===== src/rtl/vol_step_ctrl.sv =====
// Volume button controller: turns vol-/vol+ presses into a saturating level with
// hold-to-repeat, and pushes every new level to the config path over a req/ack channel.
module vol_step_ctrl #(
  parameter int VOL_W         = 4,
  parameter int VOL_MAX       = 15,
  parameter int VOL_DEFAULT   = 8,
  parameter int HOLD_DELAY    = 12500000,
  parameter int REPEAT_PERIOD = 2500000
) (
  input  logic             i_clk,
  input  logic             i_rst,
  input  logic             i_btn_minus,
  input  logic             i_btn_plus,
  output logic [VOL_W-1:0] o_vol,
  output logic             o_wr_req,
  output logic [7:0]       o_wr_data,
  input  logic             i_wr_ack,
  output logic             o_busy,
  output logic [1:0]       o_dbg_state
);

  localparam int CNT_MAX = (HOLD_DELAY > REPEAT_PERIOD) ? HOLD_DELAY : REPEAT_PERIOD;
  localparam int CNT_W   = $clog2(CNT_MAX + 1);

  localparam logic [CNT_W-1:0] HOLD_LOAD = CNT_W'(HOLD_DELAY - 1);
  localparam logic [CNT_W-1:0] REP_LOAD  = CNT_W'(REPEAT_PERIOD - 1);
  localparam logic [VOL_W-1:0] VOL_TOP   = VOL_W'(VOL_MAX);
  localparam logic [VOL_W-1:0] VOL_RST   = VOL_W'(VOL_DEFAULT);

  typedef enum logic [1:0] {
    ST_IDLE   = 2'd0,
    ST_HOLD   = 2'd1,
    ST_REPEAT = 2'd2,
    ST_LOCK   = 2'd3
  } state_t;

  state_t           state_q, state_d;
  logic [CNT_W-1:0] cnt_q, cnt_d;
  logic             dir_q, dir_d;
  logic [VOL_W-1:0] vol_q, vol_d;
  logic             pending_q, pending_d;
  logic             req_q, req_d;
  logic [7:0]       data_q, data_d;

  logic plus_p, minus_p, held_p, other_p;
  logic step_en, step_up, vol_changed;

  // Handshake: o_wr_req rises with o_wr_data already valid, both hold steady until
  // the cycle i_wr_ack is sampled high, and req then drops for at least one cycle.
  // i_wr_ack seen while o_wr_req is low has no effect.
  always_comb begin
    plus_p    = ~i_btn_plus;
    minus_p   = ~i_btn_minus;
    held_p    = dir_q ? plus_p  : minus_p;
    other_p   = dir_q ? minus_p : plus_p;
    state_d   = state_q;
    cnt_d     = cnt_q;
    dir_d     = dir_q;
    step_en   = 1'b0;
    step_up   = dir_q;

    case (state_q)
      ST_IDLE: begin
        if (plus_p && minus_p) begin
          state_d = ST_LOCK;
        end else if (plus_p || minus_p) begin
          step_en = 1'b1;
          step_up = plus_p;
          dir_d   = plus_p;
          cnt_d   = HOLD_LOAD;
          state_d = ST_HOLD;
        end
      end
      ST_HOLD, ST_REPEAT: begin
        if (!held_p) begin
          state_d = ST_IDLE;
        end else if (other_p) begin
          state_d = ST_LOCK;
        end else if (cnt_q == '0) begin
          step_en = 1'b1;
          cnt_d   = REP_LOAD;
          state_d = ST_REPEAT;
        end else begin
          cnt_d = cnt_q - CNT_W'(1);
        end
      end
      ST_LOCK: begin
        if (!plus_p && !minus_p) state_d = ST_IDLE;
      end
      default: state_d = ST_IDLE;
    endcase

    vol_d = vol_q;
    if (step_en) begin
      if (step_up && (vol_q != VOL_TOP))       vol_d = vol_q + VOL_W'(1);
      else if (!step_up && (vol_q != '0))      vol_d = vol_q - VOL_W'(1);
    end
    vol_changed = (vol_d != vol_q);

    // A change that lands while a request is in flight only marks pending, so
    // intermediate levels collapse into one follow-up write.
    req_d     = req_q;
    data_d    = data_q;
    pending_d = pending_q | vol_changed;
    if (req_q) begin
      if (i_wr_ack) req_d = 1'b0;
    end else if (pending_q) begin
      req_d     = 1'b1;
      data_d    = 8'(vol_q);
      pending_d = vol_changed;
    end
  end

  always_ff @(posedge i_clk or posedge i_rst) begin
    if (i_rst) begin
      state_q   <= ST_IDLE;
      cnt_q     <= '0;
      dir_q     <= 1'b0;
      vol_q     <= VOL_RST;
      pending_q <= 1'b1;
      req_q     <= 1'b0;
      data_q    <= '0;
    end else begin
      state_q   <= state_d;
      cnt_q     <= cnt_d;
      dir_q     <= dir_d;
      vol_q     <= vol_d;
      pending_q <= pending_d;
      req_q     <= req_d;
      data_q    <= data_d;
    end
  end

  assign o_vol       = vol_q;
  assign o_wr_req    = req_q;
  assign o_wr_data   = data_q;
  assign o_busy      = req_q | pending_q;
  assign o_dbg_state = state_q;

endmodule


===== config.mk =====
export PLATFORM = sky130hd
export DESIGN_NAME = vol_step_ctrl
export DESIGN_NICKNAME = d
export VERILOG_FILES = /design/src/rtl/vol_step_ctrl.sv
export SDC_FILE = /design/constraint.sdc
export NUM_CORES = 1
export LEC_CHECK = 0
export ABC_AREA = 1
export CAP_MARGIN = 20
export CORE_AREA = 2 2 74 76
export CTS_CLUSTER_SIZE = 20
export DETAILED_ROUTE_END_ITERATION = 10
export DIE_AREA = 0 0 76 78
export DONT_BUFFER_PORTS = 1
export PLACE_DENSITY = 0.76
export SYNTH_ARGS = -nofsm -noshare
export SYNTH_HDL_FRONTEND = slang
export SYNTH_SLANG_ARGS = --single-unit

===== constraint.sdc =====
create_clock -name i_clk -period 1.6 [get_ports i_clk]
set_input_delay 0.4 -clock i_clk [delete_from_list [all_inputs] [get_ports i_clk]]
set_output_delay 0.4 -clock i_clk [all_outputs]
set_load 0.05 [all_outputs]

Word-level counts from Yosys, hierarchy flattened
Index checks and enable logic that the tools add are counted.
{"block": "op_classes", "addsub": 3, "n_eq_ne": 12, "muxes": 32, "bitwise_logic": 5, "reduce_logical": 14}
{"operator": "$mux W24", "n": 5}
{"operator": "$pmux W24 S2", "n": 1}
{"operator": "$logic_not A24 Y1", "n": 1}
{"operator": "$sub A24 B1 Y24 const B", "n": 1}
{"operator": "$mux W1", "n": 15}
{"operator": "$mux W2", "n": 6}
{"operator": "$mux W4", "n": 3}
{"operator": "$ne A2 B2 Y1 const B", "n": 5}
{"operator": "$ne A4 B4 Y1 const B", "n": 2}
{"operator": "$pmux W2 S3", "n": 1}
{"operator": "$reduce_and A5 Y1", "n": 1}
{"operator": "$add A4 B1 Y4 const B", "n": 1}
{"operator": "$eq A2 B2 Y1 const B", "n": 2}
{"operator": "$logic_and A1 B1 Y1", "n": 4}
{"operator": "$ne A4 B4 Y1", "n": 1}
{"operator": "$reduce_bool A4 Y1", "n": 1}
{"operator": "$sub A4 B1 Y4 const B", "n": 1}
{"operator": "$ne A3 B3 Y1 const B", "n": 1}
{"operator": "$not A1 Y1", "n": 3}
{"operator": "$reduce_and A3 Y1", "n": 1}
{"operator": "$eq A2 B1 Y1 const B", "n": 1}
{"operator": "$logic_not A2 Y1", "n": 1}
{"operator": "$or A1 B1 Y1", "n": 2}
{"operator": "$pmux W1 S2", "n": 1}
{"operator": "other kinds (5)", "n": 5}
{"block": "totals", "regBits": 37, "in_bits": 5, "output_inout_bits": 16, "elab_cells": 73}

Depth between registers and ports, before layout
Gate-level depths: netlist of run 1.
{"block": "logic_depth", "depth_word": 14, "depth_mapped": 14, "depth_no_buf": 14}

Least setup slack after synthesis of run 1
No wires, ideal clock.
{"block": "synth_path", "kind": "register to register", "start": "reg state_q[0], in the netlist o_dbg_state[0]", "end": "reg cnt_q[22]", "setup_time_ps": 120, "t_arrival_ps": 1927, "required_ps": 1480, "slack_ps": -447, "path_stages_with_launch": 12, "path_buffers": 2, "period_less_slack_ps": 2047, "path_cell_list": "dfrtp_1 inv_1 ha_1 buf_2 nand2_1 nand2_1 nand2_8 buf_6 nor2_1 nand3_1 nand2_2 nor2_2"}
{"block": "synth_via", "elab_chain_cells": 4, "elab_cells_between_ends": 11, "classes_between": "eq/ne: 6; mux: 1; reduce/logical: 4"}
{"element": "start: declaration", "line_no": "37", "source": "state_t state_q, state_d;"}
{"element": "start signal: assignment", "line_no": "124", "source": "state_q <= state_d;"}
{"element": "$eq A2 B1 Y1 / $eq A2 B2 Y1 (equally long branches)", "line_no": "62", "source": "case (state_q)"}
{"element": "$reduce_or A2 Y1", "line_no": "62"}
{"element": "$ne A2 B2 Y1 (no line) / $reduce_bool A2 Y1 (equally long branches)"}
{"element": "$reduce_and A5 Y1 (no line)"}
{"element": "end signal: assignment", "line_no": "125", "source": "cnt_q <= cnt_d;"}
{"element": "end: declaration", "line_no": "38", "source": "logic [CNT_W-1:0] cnt_q, cnt_d;"}
Parallel ways exist; a longest one is shown, timed or not.
A chain may end at the register's enable or synchronous reset.

Final worst setup path of run 1
{"block": "layout_path", "start": "reg cnt_q[1]", "end": "reg cnt_q[22]"}
{"block": "layout_via", "elab_chain_cells": 5, "elab_cells_between_ends": 6, "classes_between": "add/sub: 1; mux: 4; reduce/logical: 1"}
{"element": "$sub A24 B1 Y24 / $logic_not A24 Y1 (equally long branches)", "line_no": "84, 79"}
{"element": "$mux W24 *", "line_no": "79", "source": "end else if (cnt_q == '0) begin"}
{"element": "$mux W24 *", "line_no": "77", "source": "end else if (other_p) begin"}
{"element": "$mux W24 *", "line_no": "75", "source": "if (!held_p) begin"}
{"element": "$pmux W24 S2 *", "line_no": "62"}
Mark *: on every way between the ends. The rest lies on a longest branch, timed or not. The select of a mux whose other input is x is not followed.

==> summary.md, run 1 <==
| Metric | Value |
|---|---|
| Root buf cell | `clkbuf_8` |
| Clock Sinks | `37` |
| Pre-CTS WS | `-74.20 ps` |
| Clk buf depth | `2` |
| CP bufs+invs | `1` |
| Worst-path cell chain | `inv_2 -> ha_4 -> nand2_4 -> nor3_1 -> nand3_1 -> nor2_2 -> nand3_2 -> nand2_2 -> nor2_2` |
| Synth Register Bits | `37` |
| Die width | `76 um` |
| Critical Path End | `cnt_q[22]$_DFFE_PP0P_` |
| Critical Path Max Stage Delay | `420 ps` |
| Clock Skew | `5.681 ps` |
| CP startpoint | `cnt_q[1]$_DFFE_PP0P_` |
| Post-route antenna net violation count | `0` |
| Worst Hold Class | `input pin to asynchronous set/reset pin` |
| WL/cell | `14.19 um` |
| Die ar. | `5928 um^2` |
| RR Startpoint | `cnt_q[1]$_DFFE_PP0P_` |
| P&R area growth vs syn | `28.58%` |
| Pleak | `0.001657 uW` |
| Met3 Use GR | `5.000%` |
| DRT Pass-1 Iters | `4` |
| Core Rows | `26` |
| Syn Area/Cell | `7.504 um^2` |
| Crit end category | `flip-flop` |
| Synth cell types | `35` |
| DR iter-0 viols | `141` |
| Worst reg2reg setup slack | `-70 ps` |
| Worst R2R Path Depth | `9` |
| Antenna diodes | `0` |
| Setup TNS | `-69.26 ps` |
| Vias in the first global route | `2386` |
| CTS tree | `yes` |
| Setup ws final | `-68.45 ps` |
| Most common cell after layout, fill and taps aside | `nand2_1` |
| Final GP Congestion | `0.9238` |
| Hold Vio Cnt, Final | `0` |
| Top cell family by delay on the critical path | `simple AND/OR/NAND/NOR gates` |
| Drt via density | `5.261` |
| Tot GR Track Use | `22.02%` |
| Initial Util | `52.53%` |
| CP required | `1780 ps` |
| Maxcap violations | `0` |
| Net count, final | `419` |
| Final period utilization | `104.3%` |
| Hold_buf cts | `0` |
| Final min period | `1668 ps` |
| Final core occ | `67.54%` |
| Cell repeated most along the worst path | `nor2_2` |
| Worst Path Arrival | `1850 ps` |
| TritonCTS Buffers | `5` |
| Unrepaired setup endpoints after global routing | `true` |
| Placed instance count | `457` |
| Post-synthesis cell area | `2649 um^2` |
| Final WL | `6.740 mm` |
| Worst path slowest cell | `dfrtp_1` |
| Post-detail-place hpwl | `4.822 mm` |
| Congestion Overflow GR | `0` |
| Pwr dens | `1598 nW/um^2` |
| R2r endpoint | `cnt_q[22]$_DFFE_PP0P_` |
| Crit start category | `flip-flop` |
| Worst setup path class | `flip-flop to flip-flop` |
| Total power | `5442 uW` |
| Grt met2 use | `41.88%` |
| First-pass GRT wire length | `10.64 mm` |
| Chip Height | `78 um` |
| Buffers added on ports | `0` |
| Max Fclk | `0.5994 GHz` |
| Initial antenna violation count | `0` |
| Syn Inst Count | `353` |
| Gr busiest metal | `met2` |
| Met1 usage | `25.46%` |
| Slew Limit Fails | `0` |
| Failing checks | `negative setup slack` |
| Worst vdd ir | `1378 uV` |
| Fin cells | `475` |
| I/O pins | `21` |
| Status | `complete, but fails checks` |
| CP max FO | `3` |
| Setup violators final | `2` |
| Largest net degree at the start of global routing | `38` |
| Seq/Total Area, Yosys | `35.05%` |
| Clock latency at the later pin of the worst-skew pair | `290 ps` |
| Clock slew at reported path FFs | `80 ps` |
| Core area | `5042 um^2` |
| Vias | `2499` |
| FILL cells | `415` |
| YS warnings | `0` |
| Fraction of layout cells with a size suffix above 1 | `35.56%` |
| Worst path depth | `9` |
| Post-route DRC | `0` |
| Commonest non-fill, non-tap cells in the layout | `75 x nand2_1, 44 x buf_4, 34 x inv_1` |
| CTS H-tree depth | `2` |
-- worst min path at each step --
stage | depth (start not counted) | start | endpoint | slack, ps
6_report | 2 | i_rst | o_wr_data[3]$_DFFE_PP0P_ | 110
2_1_floorplan | 2 | cnt_q[17]$_DFFE_PP0P_ | cnt_q[17]$_DFFE_PP0P_ | 460
3_5_place_dp | 2 | i_rst | o_wr_req$_DFF_PP0_ | 440
3_3_place_gp | 2 | i_rst | o_wr_req$_DFF_PP0_ | 430
5_1_grt | 2 | i_rst | o_wr_data[3]$_DFFE_PP0P_ | 150
4_1_cts | 2 | i_rst | o_vol[2]$_DFF_PP0_ | 120
-- power breakdown --
part           switching [uW]  internal, uW  leakage [uW]
logic                    1970          1210       0.00120
clock network             363           467     0.0000543
registers                 303          1130      0.000407
total                    2640          2810       0.00166
-- synth_stat cells --
| cell type | n | share of area (%) |
|---|---|---|
| dfrtp_1 | 35 | 33 |
| buf_2 | 1 | 0.19 |
| inv_2 | 3 | 0.43 |
| nor2_4 | 5 | 2.1 |
| nor3_1 | 8 | 1.5 |
| xor2_1 | 6 | 2.0 |
| nand4_1 | 10 | 2.4 |
| buf_4 | 5 | 1.4 |
| o21ai_4 | 1 | 0.61 |
| xnor2_1 | 2 | 0.66 |
| ha_1 | 10 | 4.7 |
| o21ai_0 | 12 | 2.3 |
| nand2_4 | 4 | 1.7 |
| nor2_1 | 33 | 4.7 |
| o21ai_2 | 1 | 0.33 |
| a21oi_1 | 5 | 0.94 |
| o21ai_1 | 6 | 1.1 |
| dfstp_2 | 2 | 2.0 |
| conb_1 | 1 | 0.14 |
| a22oi_1 | 4 | 1.1 |
| nor3b_1 | 1 | 0.28 |
| buf_6 | 1 | 0.43 |
| nor2_2 | 11 | 2.6 |
| inv_1 | 44 | 6.2 |
| buf_8 | 1 | 0.57 |
| nor3_2 | 2 | 0.76 |
| nand2_8 | 1 | 0.76 |
| nand2_1 | 83 | 12 |
| nand3_2 | 5 | 1.9 |
| o211ai_2 | 1 | 0.47 |
| nand3_1 | 37 | 7.0 |
| a31oi_1 | 1 | 0.24 |
| inv_4 | 1 | 0.24 |
| nand2_2 | 8 | 1.9 |
| nor2_8 | 2 | 1.5 |
-- stage by stage --
stage / cell area (um^2) / hold WS (ps)
after global routing: 3406 / 150.9
after CTS: 3191 / 123.0
after floorplan: 2729 / 455.6
after global placement: 3055 / 431.3
after detailed placement: 3055 / 439.3
final: 3406 / 109.5
-- timing repair --
action	CTS	global route
endpoints found under the setup margin	4	26
pin swaps	2	23
buffers inserted	1	9
gates resized for setup	5	39
-- layout make-up --
class                           count  area (um^2)  share of cell area [%]
Clock inverter                      3        46.29                   1.359
Timing Repair Buffer               49        404.1                   11.87
Inverter                           48        192.7                   5.658
Multi-Input combinational cell    263         1675                   49.19
Sequential cell                    37        930.9                   27.33
Clock buffer                        5        68.82                   2.021
Tap cell                           70        87.58                   2.572
-- routing by layer --
metal | vias up | share of wire [%]
li1 | 1235 | -
met1 | 1197 | 42
met2 | 61 | 53
met3 | 6 | 4.4
met4 | 0 | 0.62
met5 | - | 0
-- state kept, by name, summed over array words and instances (netlist names) --
name         flops
dir_q            1
pending_q        1
o_wr_req         1
o_vol            4
o_wr_data        4
o_dbg_state      2
cnt_q           24
-- kinds of logic after synthesis --
group | after synthesis | share of synthesized area, %
other cells | 1 | 0.1416
simple gates | 210 | 40.81
flops | 37 | 35.05
xor+xnor | 8 | 2.645
buf+inv | 56 | 9.495
compound gates | 31 | 7.133
fa+ha+maj | 10 | 4.724
No activity file was read; power rests on OpenSTA's default activity.
==> run 2, diff against run 1 <==
Settings changed: CELL_PAD_IN_SITES_DETAIL_PLACEMENT set to 1, CELL_PAD_IN_SITES_GLOBAL_PLACEMENT set to 1, CORE_AREA 2 2 74 76 to 2 2 83 85, DIE_AREA 0 0 76 78 to 0 0 85 87, PLACE_DENSITY 0.76 to 0.79.
==> run 2 against run 1 <==
Against the previous run: the run still ends with negative setup slack left; critical path depth grew 2; sequential cell count stayed put; fmax shrank 2.2%; die area rose by 25%; register-to-register slack worse by 40 ps; non-clock buffer count is 16 higher; clock power grew 12%; cell count grew 5.7%; count of clock-buffer cells in the layout increased by 1; sequential power barely moved; hold slack got worse by 20 ps; sequential share of layout area decreased by 2.7 points.
==> summary.md, run 2 (synthesized netlist as in run 1, its figures left out) <==
| Metric | Value |
|---|---|
| Placed instance count | `483 (+5.7%)` |
| Worst path slowest cell | `dfrtp_1` |
| CTS H-tree depth | `2 (unchanged)` |
| TritonCTS Buffers | `5 (unchanged)` |
| Worst reg2reg setup slack | `-110 ps (-40 ps)` |
| Final WL | `9.683 mm (+44%)` |
| CP max FO | `3 (unchanged)` |
| Clock slew at reported path FFs | `90 ps (about the same)` |
| Drt via density | `5.331 (+1.3%)` |
| Initial Util | `40.32% (-12 points)` |
| Final GP Congestion | `0.9043 (-2.1%)` |
| Clock Sinks | `37 (unchanged)` |
| Worst vdd ir | `1202 uV (-13%)` |
| Tot GR Track Use | `23.81% (+1.8 points)` |
| Commonest non-fill, non-tap cells in the layout | `67 x nand2_1, 52 x buf_4, 34 x inv_1` |
| DRT Pass-1 Iters | `4 (unchanged)` |
| Worst Path Arrival | `1910 ps (+60 ps)` |
| Die ar. | `7395 um^2 (+25%)` |
| Vias in the first global route | `2912 (+22%)` |
| Pleak | `0.001780 uW (+7.4%)` |
| Pwr dens | `1764 nW/um^2 (+10%)` |
| Maxcap violations | `0 (unchanged)` |
| Fin cells | `502 (+5.7%)` |
| Fraction of layout cells with a size suffix above 1 | `44.31% (+8.8 points)` |
| Worst setup path class | `flip-flop to flip-flop` |
| DR iter-0 viols | `109 (-23%)` |
| Clk buf depth | `2 (unchanged)` |
| Rel. slew slack | `65.23%` |
| Worst-path cell chain | `inv_2 -> ha_4 -> nand2_2 -> nor2_1 -> nand2_1 -> nor2_2 -> nand3_2 -> a21oi_2 -> nand2_1 -> nand2_1 -> inv_1` |
| I/O pins | `21 (unchanged)` |
| Core Rows | `30 (+15%)` |
| Largest register by flop count | `cnt_q` |
| CP required | `1800 ps (+20 ps)` |
| Buffers added on ports | `0 (unchanged)` |
| Hold Vio Cnt, Final | `0 (unchanged)` |
| Worst R2R Path Depth | `11 (+2)` |
| Final min period | `1707 ps (+38.12 ps)` |
| Net count, final | `436 (+4.1%)` |
| Hold_buf cts | `0 (unchanged)` |
| Status | `complete, but fails checks` |
| Root buf cell | `clkbuf_8` |
| Worst Hold Class | `input pin to asynchronous set/reset pin` |
| Die width | `85 um (+12%)` |
| RR Startpoint | `cnt_q[0]$_DFFE_PP0P_` |
| Max FFs per register | `24 (unchanged)` |
| Antenna diodes | `0 (unchanged)` |
| CTS tree | `yes` |
| Chip Height | `87 um (+12%)` |
| Failing checks | `negative setup slack` |
| P&R area growth vs syn | `43.03%` |
| Congestion Overflow GR | `0 (unchanged)` |
| Slew Limit Fails | `0 (unchanged)` |
| Core area | `6569 um^2 (+30%)` |
| Clock Skew | `12.90 ps (+7.216 ps)` |
| Vias | `2676 (+7.1%)` |
| Clock latency at the later pin of the worst-skew pair | `310 ps (+20 ps)` |
| WL/cell | `19.29 um (+36%)` |
| Max Fclk | `0.5860 GHz (-2.2%)` |
| Crit end category | `flip-flop` |
| CP bufs+invs | `2 (+1)` |
| Slew @ Worst Pin | `521.6 ps` |
| Post-route DRC | `0 (unchanged)` |
| Post-detail-place hpwl | `6.256 mm (+30%)` |
| Setup violators final | `19 (+17)` |
| Critical Path Max Stage Delay | `410 ps (about the same)` |
| Most common cell after layout, fill and taps aside | `nand2_1` |
| Largest net degree at the start of global routing | `38 (unchanged)` |
| R2r endpoint | `o_vol[2]$_DFF_PP0_` |
| Initial antenna violation count | `0 (unchanged)` |
| Crit start category | `flip-flop` |
| Cell repeated most along the worst path | `nand2_1` |
| Setup ws final | `-106.6 ps (-38.12 ps)` |
| Post-route antenna net violation count | `0 (unchanged)` |
| Top cell family by delay on the critical path | `simple AND/OR/NAND/NOR gates` |
| First-pass GRT wire length | `13.74 mm (+29%)` |
| Unrepaired setup endpoints after global routing | `true` |
| Final period utilization | `106.7% (+2.4 points)` |
| Setup TNS | `-826.2 ps (-757.0 ps)` |
run 2: how the worst max path moves through the flow:
stage	start	end	slack, ps	cells after the start
final	cnt_q[0]$_DFFE_PP0P_	o_vol[2]$_DFF_PP0_	-110	11
after global routing	cnt_q[0]$_DFFE_PP0P_	o_vol[2]$_DFF_PP0_	-250	11
after CTS	cnt_q[1]$_DFFE_PP0P_	cnt_q[18]$_DFFE_PP0P_	-50	9
after detailed placement	i_btn_minus	o_vol[0]$_DFF_PP0_	-170	12
after global placement	i_btn_minus	o_vol[0]$_DFF_PP0_	-3	12
after floorplan	o_dbg_state[0]$_DFFE_PP0P_	cnt_q[22]$_DFFE_PP0P_	-110	11
run 2: area by class of cell:
cell class	instances	area, um^2
clock buffers	6	82.58
clock inverters	2	37.54
fillers	786	2780
inverters	48	187.7
multi-input cells	264	1849
flip-flops and latches	37	933.4
well taps	80	100.1
repair buffers	65	598.1
run 2: worst register-to-register path, delay by kind of cell, from the launching register on:
family / cells / cell delay (ps)
AO/OA/AOI/OAI: 1 / 190
adder cells (fa/ha/maj): 1 / 160
buffers and inverters: 2 / 160
flip-flops: 1 / 410
AND/OR/NAND/NOR: 7 / 680
run 2: stage by stage:
step / total power [uW] / cell area, um^2 / hold slack, ps / util, % / setup WS [ps]
2_1_floorplan: 3512 / 2729 / 455.6 / - / -114.7
4_1_cts: 5828 / 3398 / 107.4 / 51.73 / -54.61
6_report: 6683 / 3789 / 89.96 / 57.68 / -106.6
3_5_place_dp: 4858 / 3226 / 444.6 / 49.10 / -165.1
5_1_grt: 6996 / 3789 / 139.3 / 57.68 / -251.1
3_3_place_gp: 4725 / 3226 / 440.8 / 49.10 / -2.941
run 2: metal layers:
metal  global-route usage (%)  share of wire, %
met4                    9.235               3.0
met3                    3.602               1.7
met2                    46.24                57
met1                    25.74                38
met5                        0                 0
run 2: repair_timing:
action,in CTS,in global routing
cloned,0,1
setup endpoints to repair,13,31
gates resized for setup,15,72
buffers inserted,0,10
pin swaps,4,26
run 2: report_power, final:
group	switching (uW)	leakage [uW]	internal (uW)
clock network	419	0.0000574	508
registers	324	0.000406	1140
logic	2490	0.00132	1810
